**src/rtl/axi_apb_write_slave.sv**
```systemverilog
// AXI write responder: accepts one AW + BURST_LEN W beats, replays them as APB writes, then one B.
// Optional `ifdef AXI2APB_BRESP_EN adds bresp (SLVERR when any APB beat of the burst reported pslverr).
module axi_apb_write_slave #(
   parameter int ADDR_W     = 32,
   parameter int DATA_W     = 32,
   parameter int BURST_LEN  = 4,
   parameter int FIFO_DEPTH = 4
) (
   input  logic              clk,
   input  logic              rst,
   input  logic [ADDR_W-1:0] awaddr,
   input  logic              awvalid,
   output logic              awready,
   input  logic [DATA_W-1:0] wdata,
   input  logic              wvalid,
   output logic              wready,
   output logic              bvalid,
   input  logic              bready,
`ifdef AXI2APB_BRESP_EN
   output logic [1:0]        bresp,
`endif
   output logic [ADDR_W-1:0] paddr,
   output logic              psel,
   output logic              penable,
   output logic              pwrite,
   output logic [DATA_W-1:0] pwdata,
   input  logic              pready,
   input  logic              pslverr,
   output logic [1:0]        o_dbg_burst_state,
   output logic [1:0]        o_dbg_apb_state,
   output logic              o_dbg_err
);

   localparam int CW = $clog2(BURST_LEN + 1);
   localparam int PW = $clog2(FIFO_DEPTH);

   typedef enum logic [1:0] {IDLE = 2'd0, BURST = 2'd1, RESP = 2'd2} burst_state_t;
   typedef enum logic [1:0] {AIDLE = 2'd0, SETUP = 2'd1, ACCESS = 2'd2} apb_state_t;

   burst_state_t r_state, w_state_nxt;
   apb_state_t   r_apb, w_apb_nxt;

   logic              r_awready;
   logic [ADDR_W-1:0] r_base;
   logic [CW-1:0]     r_wr_cnt, r_rd_cnt, w_beat;
   logic              r_err;

   logic [DATA_W-1:0] r_mem [FIFO_DEPTH];
   logic [PW-1:0]     r_wptr, r_rptr;
   logic [PW:0]       r_count;

   logic              w_aw_hs, w_push, w_pop, w_last_pop, w_full, w_more, w_enter_setup;
   logic [DATA_W-1:0] w_head, w_nxt_head, w_setup_data;

   // Valid/ready: a beat moves only when valid && ready are both high at a rising clk edge;
   // the source holds valid and payload stable until then.
   assign w_aw_hs    = awvalid && r_awready;
   assign w_push     = wvalid && wready;
   assign w_pop      = (r_apb == ACCESS) && pready;
   assign w_last_pop = w_pop && (r_rd_cnt == CW'(BURST_LEN - 1));
   assign w_full     = (r_count == (PW+1)'(FIFO_DEPTH));
   assign w_head     = r_mem[r_rptr];
   assign w_nxt_head = (r_count > (PW+1)'(1)) ? r_mem[r_rptr + PW'(1)] : wdata;
   assign w_more     = (r_count > (PW+1)'(1)) || w_push;

   assign awready = r_awready;
   assign bvalid  = (r_state == RESP);
`ifdef AXI2APB_BRESP_EN
   assign bresp   = (bvalid && r_err) ? 2'b10 : 2'b00;
`endif
   assign o_dbg_burst_state = r_state;
   assign o_dbg_apb_state   = r_apb;
   assign o_dbg_err         = r_err;

   always_comb begin
      w_state_nxt = r_state;
      wready      = 1'b0;
      case (r_state)
         IDLE:  if (w_aw_hs) w_state_nxt = BURST;
         BURST: begin
            wready = !w_full && (r_wr_cnt < CW'(BURST_LEN));
            if (w_last_pop) w_state_nxt = RESP;
         end
         RESP:  if (bready) w_state_nxt = IDLE;
         default: w_state_nxt = IDLE;
      endcase
   end

   always_comb begin
      w_apb_nxt = r_apb;
      case (r_apb)
         AIDLE:  if ((r_state == BURST) && (r_count != '0)) w_apb_nxt = SETUP;
         SETUP:  w_apb_nxt = ACCESS;
         ACCESS: if (pready) w_apb_nxt = w_more ? SETUP : AIDLE;
         default: w_apb_nxt = AIDLE;
      endcase
   end

   // A SETUP entered straight from ACCESS presents the beat after the one being popped.
   assign w_enter_setup = (w_apb_nxt == SETUP) && (r_apb != SETUP);
   assign w_beat        = (r_apb == ACCESS) ? r_rd_cnt + CW'(1) : r_rd_cnt;
   assign w_setup_data  = (r_apb == ACCESS) ? w_nxt_head : w_head;

   always_ff @(posedge clk) begin
      if (w_push) r_mem[r_wptr] <= wdata;
   end

   always_ff @(posedge clk or posedge rst) begin
      if (rst) begin
         r_state   <= IDLE;
         r_apb     <= AIDLE;
         r_awready <= 1'b0;
         r_base    <= '0;
         r_wr_cnt  <= '0;
         r_rd_cnt  <= '0;
         r_err     <= 1'b0;
         r_wptr    <= '0;
         r_rptr    <= '0;
         r_count   <= '0;
         psel      <= 1'b0;
         penable   <= 1'b0;
         pwrite    <= 1'b0;
         paddr     <= '0;
         pwdata    <= '0;
      end else begin
         r_state   <= w_state_nxt;
         r_apb     <= w_apb_nxt;
         r_awready <= (w_state_nxt == IDLE);
         if (w_aw_hs) begin
            r_base   <= awaddr;
            r_wr_cnt <= '0;
            r_rd_cnt <= '0;
            r_err    <= 1'b0;
         end
         if (w_push) begin
            r_wptr   <= r_wptr + PW'(1);
            r_wr_cnt <= r_wr_cnt + CW'(1);
         end
         if (w_pop) begin
            r_rptr   <= r_rptr + PW'(1);
            r_rd_cnt <= r_rd_cnt + CW'(1);
            r_err    <= r_err | pslverr;
         end
         r_count <= r_count + (PW+1)'(w_push) - (PW+1)'(w_pop);
         if (w_enter_setup) begin
            psel    <= 1'b1;
            penable <= 1'b0;
            pwrite  <= 1'b1;
            paddr   <= r_base + (ADDR_W'(w_beat) << 2);
            pwdata  <= w_setup_data;
         end else if (w_apb_nxt == ACCESS) begin
            penable <= 1'b1;
         end else if (w_apb_nxt == AIDLE) begin
            psel    <= 1'b0;
            penable <= 1'b0;
            pwrite  <= 1'b0;
         end
      end
   end

endmodule

```
**config.mk**
```make
export PLATFORM = sky130hd
export DESIGN_NAME = axi_apb_write_slave
export DESIGN_NICKNAME = d
export VERILOG_FILES = /design/src/rtl/axi_apb_write_slave.sv
export SDC_FILE = /design/constraint.sdc
export NUM_CORES = 1
export LEC_CHECK = 0
export BUFFER_PORTS_ARGS = -buffer_cell sky130_fd_sc_hd__buf_2
export CAP_MARGIN = 20
export CORE_AREA = 2 2 156 128
export CTS_BUF_LIST = sky130_fd_sc_hd__clkbuf_2
export CTS_CLUSTER_SIZE = 24
export DETAILED_ROUTE_END_ITERATION = 7
export DIE_AREA = 0 0 158 130
export PLACE_DENSITY = 0.81
export SYNTH_ARGS = -nofsm -noshare
export SYNTH_HDL_FRONTEND = slang
export SYNTH_SLANG_ARGS = --single-unit
export TNS_END_PERCENT = 100
```
**constraint.sdc**
```tcl
create_clock -name clk -period 4.05 [get_ports clk]
set_input_delay 0.405 -clock clk [delete_from_list [all_inputs] [get_ports clk]]
set_output_delay 0.405 -clock clk [all_outputs]
set_load 0.01 [all_outputs]
```
==> reports/metrics.yaml <==
critPathKind: "reg2reg"
synth_compound_area_frac: 0.125
reg2reg_slack_ns: 1.19
route.detailed.drc: 0
finClkSkew_ns: 0.0682
multi_input_area_mm2: 0.00404
syn-instance-count: 885
setup_slack_ns: 1.19
seqCellArea_mm2: 0.00678
antenna_found_initial: 1
cts_max_level: 2
port_buffers: 145
rsz0062_at_grt: "no"
dr_total_vias: 8035
core_mm2: 0.0192
cap_violations: 0
ys_seq_area_frac: 0.606
dieWidth_um: 158
synth_seq_cells: 245
fmax_mhz: 350
place_congestion: 0.789
hold_viol: 0
setup_violations: 0
endpoint_kind: "flop"
synth_fa_ha_area_frac: 0.0181
cts_root_buf: "clkbuf_2"
outcome: "complete, no violations"
cts_tree: "done"
ios: 146
muxShareOfSynthArea: 0.0926
report.power.total_w: 0.0102
post-route-period-util: 0.706
yosys.area_share.simple: 0.0997
start_util: 0.581
rr_worst_depth: 10
cts_buffer_depth: 3
die_area_mm2: 0.0205
relSlewSlack: 0.362
clock_sinks: 245
crit_fanout: 8
synth-xor-area-share: 0.0235
yosys_warnings: 0
worstSetupStartpointType: "flop"
nNetsFinal: 1195
arrival_ns: 3.54
clk_latency_ns: 0.84
ys_async_sr_fraction: 0.478
wirelength_um: 25300
grt_pass1_vias: 7891
fin_area_mm2: 0.0133
ir_worst_vdd_uv: 559
dp_slack_ns: 1.28
regToRegStartpoint: "o_dbg_apb_state[0]$_DFF_PP0_"
whs_path_depth: 4
min_to: "r_wptr[0]$_DFFE_PP0P_"
drtIter0Drc: 764
areaGrowthSynthToFinish_pct: 19.1
hold_start: "wvalid"
viasPerCell: 5.64
synth_cell_type_count: 48
syn_area_per_cell_um2: 12.6
grt_use_total: 0.244
synth_edf_count: 128
slew_viol_final: 0
syn-cell-area_mm2: 0.0112
fillers: 1405
synth-main-ff-cell: "edfxtp_1"
clkTransAtPathRegs_ns: 0.11
r2r-end: "paddr[26]$_DFFE_PP0P_"
placed_area_mm2: 0.0120
rows: 46
cp.required_ns: 4.73
powerDensity_mw_per_mm2: 766
cts_made_buffers: 56
min_path_type: "in2reg"
post-route-util: 0.692
drive_above_1_share: 0.263
min_period_ns: 2.86
die_h_um: 130
dp.final_hpwl_um: 14300
drt-pass1-iter-count: 5
ant_nets: 0
synth_fp_nets: 971
synth_top_family_by_area: "compound AO/OA/AOI/OAI gates"
p_leak_nw: 5.34
grt.overflow.total: 0
detail_route.wl_per_cell_um: 17.8
fin_setup_tns_ns: 0
cp-startpoint: "o_dbg_apb_state[0]$_DFF_PP0_"
worst_slew_pin_slew_ns: 0.957
cts_resized: 0
grt_max_degree: 95
grt_first_pass_wirelength_um: 39100
-- synthesized netlist by cell type, types with 2 or more instances --
cell type | n | area share
nand4_1 | 10 | 0.0056
nor2b_1 | 69 | 0.039
inv_1 | 13 | 0.0044
and4_1 | 3 | 0.0024
or3_1 | 2 | 0.0011
a31oi_1 | 3 | 0.0017
nor3_1 | 6 | 0.0027
ha_1 | 13 | 0.015
dfrtp_1 | 117 | 0.26
buf_4 | 4 | 0.0027
fa_1 | 2 | 0.0036
clkbuf_1 | 31 | 0.010
a21o_1 | 2 | 0.0013
and2_1 | 5 | 0.0028
xnor2_1 | 14 | 0.011
a221oi_1 | 32 | 0.025
o21ai_0 | 12 | 0.0054
nand3_1 | 10 | 0.0045
mux2i_1 | 64 | 0.057
o21a_1 | 2 | 0.0013
buf_2 | 18 | 0.0081
nor2_1 | 65 | 0.022
xor2_1 | 16 | 0.013
a21oi_1 | 92 | 0.041
and3_1 | 7 | 0.0039
edfxtp_1 | 128 | 0.34
a211oi_1 | 66 | 0.044
mux2_2 | 35 | 0.035
buf_6 | 7 | 0.0071
nand2_1 | 17 | 0.0057
nand2b_1 | 3 | 0.0017
-- registers in the layout (all words and copies together), names as in the netlist --
register	cells
r_rd_cnt	3
pwrite	1
awready	1
o_dbg_apb_state	2
o_dbg_err	1
o_dbg_burst_state	2
r_wr_cnt	3
paddr	32
r_count	3
r_base	32
pwdata	32
r_wptr	2
penable	1
r_mem	128
r_rptr	2
-- cell families after synthesis --
group	after synthesis
DFF	245
buffers and inverters	76
adders and majority gates	15
and+or+nand+nor	206
xor gates and xnor gates	30
AOI/OAI and AO/OA	214
muxes	99
-- layout by cell type (no fill, tap or decap), types with 3 or more instances in the layout --
cell type,count
buf_2,145
edfxtp_1,128
clkbuf_2,83
nor2b_1,67
dlygate4sd3_1,69
a211oi_1,66
nor3_1,6
a21oi_1,92
and2_2,4
nand3_1,10
mux2i_1,64
a31oi_1,3
nand4_1,10
diode_2,3
and4_1,3
clkinv_2,6
buf_4,12
clkinv_1,15
mux2_2,35
a221oi_1,32
and3_1,7
ha_1,13
nor2_1,64
o21ai_0,12
nand2_1,17
xnor2_1,14
xor2_1,16
dfrtp_1,115
inv_1,12
nand2b_1,3
-- power breakdown --
group / switching, W / leakage, nW / internal, W
clock network: 0.000973 / 0.410 / 0.000622
logic: 0.00261 / 2.42 / 0.00188
registers: 0.000612 / 2.51 / 0.00349
total: 0.00419 / 5.34 / 0.00600
-- per-layer routing --
| layer | global-route usage | wire length (um) |
|---|---|---|
| met2 | 0.411 | 12500 |
| met3 | 0.0501 | 1580 |
| met5 | 0 | 0 |
| met1 | 0.314 | 10600 |
| met4 | 0.0959 | 626 |
-- worst max-delay path by stage --
stage	end	slack (ns)	cells after the start
floorplan	awready$_DFF_PP0_	0.54	1
global placement	paddr[22]$_DFFE_PP0P_	1.40	10
detailed placement	paddr[24]$_DFFE_PP0P_	1.28	10
CTS	paddr[24]$_DFFE_PP0P_	1.25	10
global route	paddr[26]$_DFFE_PP0P_	0.99	10
finish	paddr[26]$_DFFE_PP0P_	1.19	10
-- per-stage QoR --
step / cells / hold slack (ns)
final: 1424 / 0.173
after global routing: 1423 / 0.130
after CTS: 1420 / 0.0755
after detailed placement: 1245 / 0.482
after global placement: 1245 / 0.482
after floorplan: 885 / 0.464
-- critical path, stage by stage (launching register included) --
cell	delay [ns]
dfrtp_1	0.46
nand2b_1	0.25
xnor2_1	0.18
ha_1	0.22
inv_1	0.07
fa_1	0.40
nor2b_1	0.19
o2111ai_2	0.27
nor3_1	0.40
xnor2_1	0.20
a21oi_1	0.10
-- timing repair --
action | in CTS | in global routing
buffers inserted | 0 | 0
endpoints found under the hold margin | 226 | 0
hold buffers | 69 | 0
-- area by class of cell --
cell class,instances,area share
sequential,245,0.509
inverter,14,0.00414
antenna,3,0.000564
tap,264,0.0248
multi-input combinational,564,0.304
clock buffer,83,0.0312
clock inverter,23,0.00940
timing repair buffer,228,0.117
No activity file was read; power rests on OpenSTA's default activity.
